--- src/rtl/perf_pkg.sv ---
`default_nettype none
// ============================================================================
// Module      : perf_pkg
// Description : Address map and event-index definitions for the
//               performance-counter CSR bank.
// Revision    : 1.0 - initial release
// ============================================================================
package perf_pkg;

   // Machine-mode counter block and its fixed slots
   localparam logic [11:0] CSR_MCYCLE        = 12'hB00;
   localparam logic [11:0] CSR_MINSTRET      = 12'hB02;
   localparam logic [11:0] CSR_MHPM_BASE     = 12'hB03;
   // Upper 32 bits of any counter sit this far above the lower half
   localparam logic [11:0] CSR_HI_OFFSET     = 12'h080;
   // Read-only user-mode shadow block
   localparam logic [11:0] CSR_USER_BASE     = 12'hC00;
   localparam logic [11:0] CSR_MCOUNTINHIBIT = 12'h320;

   // Mask selecting the block bits of a counter address: bit 7 (high half)
   // and bits 4:0 (counter index) are don't-care, bits 6:5 must be zero.
   localparam logic [11:0] CSR_BLOCK_MASK    = 12'hF60;

   // Bit position of each event strobe on hpm_event_i
   typedef enum logic [2:0] {
      EV_LOAD_STALL   = 3'd0,
      EV_BR_MISPRED   = 3'd1,
      EV_BR_FLUSH     = 3'd2,
      EV_IC_MISS      = 3'd3,
      EV_IC_STALL     = 3'd4,
      EV_LDST_RETIRE  = 3'd5
   } hpm_event_e;

endpackage : perf_pkg
`default_nettype wire

--- src/rtl/perf_counter64.sv ---
`default_nettype none
// ============================================================================
// Module      : perf_counter64
// Description : One 64-bit wrapping event counter with independently
//               writable 32-bit halves. A write to either half wins over
//               the increment for that cycle.
// Revision    : 1.0 - initial release
// ============================================================================
module perf_counter64 (
   input  logic        clk_i,
   input  logic        reset_i,
   input  logic        inc_i,
   input  logic        inhibit_i,
   input  logic        we_lo_i,
   input  logic        we_hi_i,
   input  logic [31:0] wdata_i,
   output logic [63:0] value_o
);

   logic [63:0] value_q;
   logic [63:0] value_d;

   // Next value: half-write has priority, otherwise count when enabled
   always_comb begin
      value_d = value_q;
      if (we_lo_i) begin
         value_d = {value_q[63:32], wdata_i};
      end else if (we_hi_i) begin
         value_d = {wdata_i, value_q[31:0]};
      end else if (inc_i && !inhibit_i) begin
         value_d = value_q + 64'd1;
      end
   end

   // Counter register with asynchronous clear
   always_ff @(posedge clk_i or posedge reset_i) begin
      if (reset_i) begin
         value_q <= 64'd0;
      end else begin
         value_q <= value_d;
      end
   end

   assign value_o = value_q;

endmodule : perf_counter64
`default_nettype wire

--- src/rtl/perf_counter_csr.sv ---
`default_nettype none
// ============================================================================
// Module      : perf_counter_csr
// Description : Performance-counter bank (mcycle, minstret, mhpmcounterN,
//               user shadows, mcountinhibit) behind a CSR read/write port
//               with one-cycle registered read data.
// Revision    : 1.0 - initial release
// ============================================================================
module perf_counter_csr
   import perf_pkg::*;
#(
   parameter int NUM_HPM = 6
) (
   input  logic               clk_i,
   input  logic               reset_i,
   input  logic               retire_i,
   input  logic [NUM_HPM-1:0] hpm_event_i,
   input  logic [11:0]        csr_addr_i,
   input  logic               csr_re_i,
   input  logic               csr_we_i,
   input  logic [31:0]        csr_wdata_i,
   output logic [31:0]        csr_rdata_o,
   output logic               csr_valid_o,
   output logic               csr_illegal_o
);

   // Counter slots: 0 = mcycle, 1 = minstret, 2+k = mhpmcounter(3+k)
   localparam int C_NUM_CNT = 2 + NUM_HPM;
   // Writable mcountinhibit bits: 0, 2 and 3..(2+NUM_HPM)
   localparam logic [63:0] C_INH_MASK64 =
      ((64'd1 << (3 + NUM_HPM)) - 64'd1) & ~64'd2;
   localparam logic [31:0] C_INH_MASK = C_INH_MASK64[31:0];

   logic [31:0] inh_q, inh_d;
   logic [31:0] rdata_q, rdata_d;
   logic        valid_q, valid_d;
   logic        illegal_q, illegal_d;

   logic [4:0]  w_idx;
   logic [4:0]  w_slot;
   logic        w_is_m, w_is_u, w_is_hi, w_is_inh;
   logic        w_idx_ok, w_cnt_hit, w_mapped, w_illegal, w_wr_ok;
   logic [63:0] w_cnt_val [C_NUM_CNT];
   logic [63:0] w_rd_val;
   logic [31:0] w_rd_word;

   // Address decode
   assign w_idx     = csr_addr_i[4:0];
   assign w_is_hi   = csr_addr_i[7];
   assign w_is_m    = (csr_addr_i & CSR_BLOCK_MASK) == CSR_MCYCLE;
   assign w_is_u    = (csr_addr_i & CSR_BLOCK_MASK) == CSR_USER_BASE;
   assign w_is_inh  = (csr_addr_i == CSR_MCOUNTINHIBIT);
   // Mapped counter indices: 0 (mcycle), 2 (minstret), 3..(2+NUM_HPM)
   assign w_idx_ok  = (w_idx == CSR_MCYCLE[4:0]) ||
                      (w_idx == CSR_MINSTRET[4:0]) ||
                      ((w_idx >= CSR_MHPM_BASE[4:0]) &&
                       ({27'd0, w_idx} < 32'(3 + NUM_HPM)));
   assign w_cnt_hit = (w_is_m || w_is_u) && w_idx_ok;
   assign w_mapped  = w_cnt_hit || w_is_inh;
   // Shadows are read-only; any write to that block is rejected
   assign w_illegal = (csr_re_i || csr_we_i) &&
                      (!w_mapped || (csr_we_i && w_is_u));
   assign w_wr_ok   = csr_we_i && !w_illegal;
   assign w_slot    = (w_idx == 5'd0) ? 5'd0 :
                      (w_idx == 5'd2) ? 5'd1 : (w_idx - 5'd1);

   // Counter instances with their increment sources and inhibit bits
   for (genvar s = 0; s < C_NUM_CNT; s++) begin : g_cnt
      localparam int C_INH_BIT = (s == 0) ? 0 : (s + 1);
      logic w_inc;
      logic w_hit;

      if (s == 0) begin : g_mcycle
         assign w_inc = 1'b1;
      end else if (s == 1) begin : g_minstret
         assign w_inc = retire_i;
      end else begin : g_hpm
         assign w_inc = hpm_event_i[s-2];
      end

      assign w_hit = w_wr_ok && w_cnt_hit && (w_slot == 5'(s));

      perf_counter64 u_cnt (
         .clk_i     (clk_i),
         .reset_i   (reset_i),
         .inc_i     (w_inc),
         .inhibit_i (inh_q[C_INH_BIT]),
         .we_lo_i   (w_hit && !w_is_hi),
         .we_hi_i   (w_hit && w_is_hi),
         .wdata_i   (csr_wdata_i),
         .value_o   (w_cnt_val[s])
      );
   end

   // Read mux and next-state for the response and inhibit registers
   always_comb begin
      w_rd_val = 64'd0;
      for (int s = 0; s < C_NUM_CNT; s++) begin
         if (w_slot == 5'(s)) begin
            w_rd_val = w_cnt_val[s];
         end
      end
      w_rd_word = w_is_inh ? inh_q :
                  (w_is_hi ? w_rd_val[63:32] : w_rd_val[31:0]);

      rdata_d   = (csr_re_i && !w_illegal) ? w_rd_word : 32'd0;
      valid_d   = csr_re_i;
      illegal_d = w_illegal;
      inh_d     = (w_wr_ok && w_is_inh) ? (csr_wdata_i & C_INH_MASK) : inh_q;
   end

   // Registered CSR response and mcountinhibit, cleared asynchronously
   always_ff @(posedge clk_i or posedge reset_i) begin
      if (reset_i) begin
         inh_q     <= 32'd0;
         rdata_q   <= 32'd0;
         valid_q   <= 1'b0;
         illegal_q <= 1'b0;
      end else begin
         inh_q     <= inh_d;
         rdata_q   <= rdata_d;
         valid_q   <= valid_d;
         illegal_q <= illegal_d;
      end
   end

   assign csr_rdata_o   = rdata_q;
   assign csr_valid_o   = valid_q;
   assign csr_illegal_o = illegal_q;

endmodule : perf_counter_csr
`default_nettype wire

--- config.mk ---
export PLATFORM = sky130hd
export DESIGN_NAME = perf_counter_csr
export DESIGN_NICKNAME = d
export VERILOG_FILES = /design/src/rtl/perf_pkg.sv /design/src/rtl/perf_counter64.sv /design/src/rtl/perf_counter_csr.sv
export SDC_FILE = /design/constraint.sdc
export NUM_CORES = 2
export LEC_CHECK = 0
export BUFFER_PORTS_ARGS = -buffer_cell sky130_fd_sc_hd__buf_2
export CAP_MARGIN = 20
export CELL_PAD_IN_SITES_DETAIL_PLACEMENT = 0
export CELL_PAD_IN_SITES_GLOBAL_PLACEMENT = 2
export CORE_ASPECT_RATIO = 1.5
export CORE_MARGIN = 2
export CORE_UTILIZATION = 42
export DETAILED_ROUTE_END_ITERATION = 10
export PLACE_DENSITY_LB_ADDON = 0.12
export SLEW_MARGIN = 20
export SYNTH_ARGS = -nofsm -noshare
export SYNTH_HDL_FRONTEND = slang
export SYNTH_SLANG_ARGS = --single-unit
--- constraint.sdc ---
create_clock -name clk_i -period 24.8 [get_ports clk_i]
set_input_delay 0 -clock clk_i [delete_from_list [all_inputs] [get_ports clk_i]]
set_output_delay 0 -clock clk_i [all_outputs]
set_load 0.05 [all_outputs]
==> metrics <==
routed length per placed instance 35.8 µm; share of layout cells above drive strength 1 0.0906; Net Sw Frac 0.311; Cell Int Power 1.59 mW; CP Capture Type flop; final setup fails 0; Max Clk Rate 0.223 GHz; RSZ-0062 raised after global routing false; critical path type in -> reg; worst hold slack 0.0109 ns; Clock Path Buffers 3; Setup WS post-layout 20.32 ns; placed cells 5652; Final Max Tran Viols 0; Fin. Hold Viols 0; Post-synth top cells 809 x nand2_1, 554 x dfrtp_1, 397 x o21ai_0; Mapped Area 37200 µm²; Root Driver clkbuf_16; DP Worst Slack 19.81 ns; die height 368 µm; Fin Setup TNS 0 ns; initial antenna violation count 21; final period utilization 0.181; Sink Count 554; Worst R2R Path Depth 7; number of synthesized flops with an enable pin 0; largest net degree at the start of global routing 147; Antenna Nets Post-Route 0; Initial Util 0.424; Synth top area share 0.373; CP Launch Type input pin; post-synth top area cell dfrtp_1; Placer Congestion 1.14; max-cap violation count 0; most common cell in the synthesized netlist nand2_1; post-synth cell types 110; drt total wl 208000 µm; HPWL Detailed 144000 µm; Syn Nets 4735; # rows 133; Tot GR Track Use 0.453; Resize count post-CTS 0; Max Fanout on Critical Path 40; Post-synth top flop dfrtp_1; Area Growth Syn to Fin 10.1%; Peak VDD IR 64.1 µV; Psw 0.716 mW; relative slew slack 0.125; vias in the first global route 37800; clock-pin transition on the worst setup and hold timing paths 0.07 ns; core area 87700 µm²; register share of total power 0.432; DRT Pass-1 Iters 7; GRT overflow 0; Slew @ Worst Pin 1.28 ns; CP Data Arrival Time 5.03 ns; worst hold path depth 3; CTS tree yes; clock share of power 0.448; DIE WIDTH 247 µm; PD cells 56.3 nW/µm²; Seq/Total Area, Yosys 0.373; class of the worst hold path in -> reg; Nets 4663; first-pass GRT wire length 293000 µm; Inserted Clock Buffers 66; run status finished clean; clk_skew 0.0335 ns; syn avg cell area 7.96 µm²; final cell count without fillers 5807; full die area 91000 µm²; min Tclk post-route 4.48 ns; Crit path required time 25.35 ns; Synth warnings 0; H-tree levels 3; DRT iter0 DRCs 5953; Comb pwr share 0.120; Skew-Pair Late Insertion Delay 0.69 ns; Vias per Instance 7.09; Buffers on Ports 88; DRC violations left 0; Pleak 15.6 nW; ys async rst share 1.00; num ports 89; Mapped Cells 4668; vias post-DR 41200; Synth area leaders dfrtp_1 37%, nand2_1 8.2%, o21ai_0 5.3%, nand3_1 3.7%, nor2_1 3.5%; Synth Register Bits 554
[kinds of logic (layout without fill, tap and decap cells)]
kind of cell	after synthesis	count (layout)	synth area share
buf+inv	419	397	0.0477
fa+ha+maj	12	12	0.00404
flops	554	554	0.373
simple gates	2126	2126	0.279
xor+xnor	83	83	0.0196
other cells	0	14	0
compound gates	1414	1414	0.260
mux	60	60	0.0167
[final cells by class]
cell class              count  area, µm²
inverters                  74        285
clock inverters            12       88.8
flip-flops and latches    554      13900
well taps                1147       1440
clock buffers             106       2090
repair buffers            205       1420
multi-input cells        3695      21700
diodes                     14       35.0
fillers                  8838      46800
[state kept, by name, indices dropped and copies added, names as in the netlist]
signal,cells
g_cnt.u_cnt.value_o,512
csr_rdata_o,32
inh_q,8
csr_illegal_o,1
csr_valid_o,1
[power groups by stage]
stage                     logic (mW)  clock network [mW]  registers [mW]
after floorplan                0.153                   0           0.981
after global placement         0.260                   0            1.01
after detailed placement       0.261                   0            1.01
after CTS                      0.264                1.03           0.990
after global routing           0.286                1.07           0.996
final                          0.277                1.03           0.995
[per-layer routing]
metal,wire (µm),share of wire,GRT usage,vias to the layer above
met1,75900,0.37,0.561,20300
met3,23100,0.11,0.115,720
met5,77,0.00037,0,-
li1,-,-,-,17400
met2,88000,0.42,0.655,2734
met4,20700,0.10,0.380,12
[timing repair]
action	in CTS	in global routing
hold buffers	21	0
buffers inserted	0	0
hold endpoints to repair	151	0
[path summary, 6_finish.rpt]
check | slack [ns] | to | start
max in group asynchronous | 21.55 | g_cnt[6].u_cnt.value_o[45] | reset_i
worst min-delay path | 0.01 | csr_rdata_o[9] | csr_addr_i[7]
worst max register to register | 20.95 | g_cnt[0].u_cnt.value_o[50] | g_cnt[0].u_cnt.value_o[20]
worst max-delay path | 20.32 | g_cnt[0].u_cnt.value_o[14] | csr_addr_i[0]
min in group asynchronous | 0.02 | g_cnt[5].u_cnt.value_o[17] | reset_i
worst min register to register | 0.53 | g_cnt[0].u_cnt.value_o[41] | g_cnt[0].u_cnt.value_o[41]
[worst max-delay path: stages]
cell and delay [ns]:
buf_2 0.57, inv_1 0.33, ha_1 0.44, or4b_1 0.29, o21a_2 0.59, buf_4 0.56
a21oi_4 0.14, buf_4 0.29, and3_1 0.23, buf_4 0.26, nor2_1 0.91, o21ai_0 0.22
o311ai_0 0.16
[cell usage in the layout, fill, tap and decap left out, types with 42 or more instances in the layout]
master / netlist / final
nand2_1: 809 / 808
dfrtp_1: 554 / 554
o21ai_0: 397 / 397
nor2_1: 349 / 336
nand3_1: 278 / 278
a21oi_1: 238 / 237
nand4_1: 137 / 137
nor3_1: 130 / 129
and3_1: 102 / 102
o311ai_0: 98 / 98
buf_4: 10 / 91
buf_2: 102 / 89
o211ai_1: 85 / 85
a31oi_1: 85 / 85
inv_1: 73 / 72
clkbuf_16: 0 / 71
a221o_1: 58 / 58
nor4_1: 58 / 55
xnor2_1: 49 / 49
a211oi_1: 48 / 48
and2_1: 47 / 47
a22oi_1: 44 / 44
mux2i_1: 45 / 42
[through the flow]
| stage | area [µm²] | util | power [mW] |
|---|---|---|---|
| 6_report | 40900 | 0.467 | 2.30 |
| 5_1_grt | 40900 | 0.466 | 2.35 |
| 3_3_place_gp | 38400 | 0.438 | 1.27 |
| 3_5_place_dp | 38500 | 0.439 | 1.27 |
| 2_1_floorplan | 37200 | - | 1.13 |
| 4_1_cts | 40900 | 0.466 | 2.29 |
(Power assumes the default switching activity.)
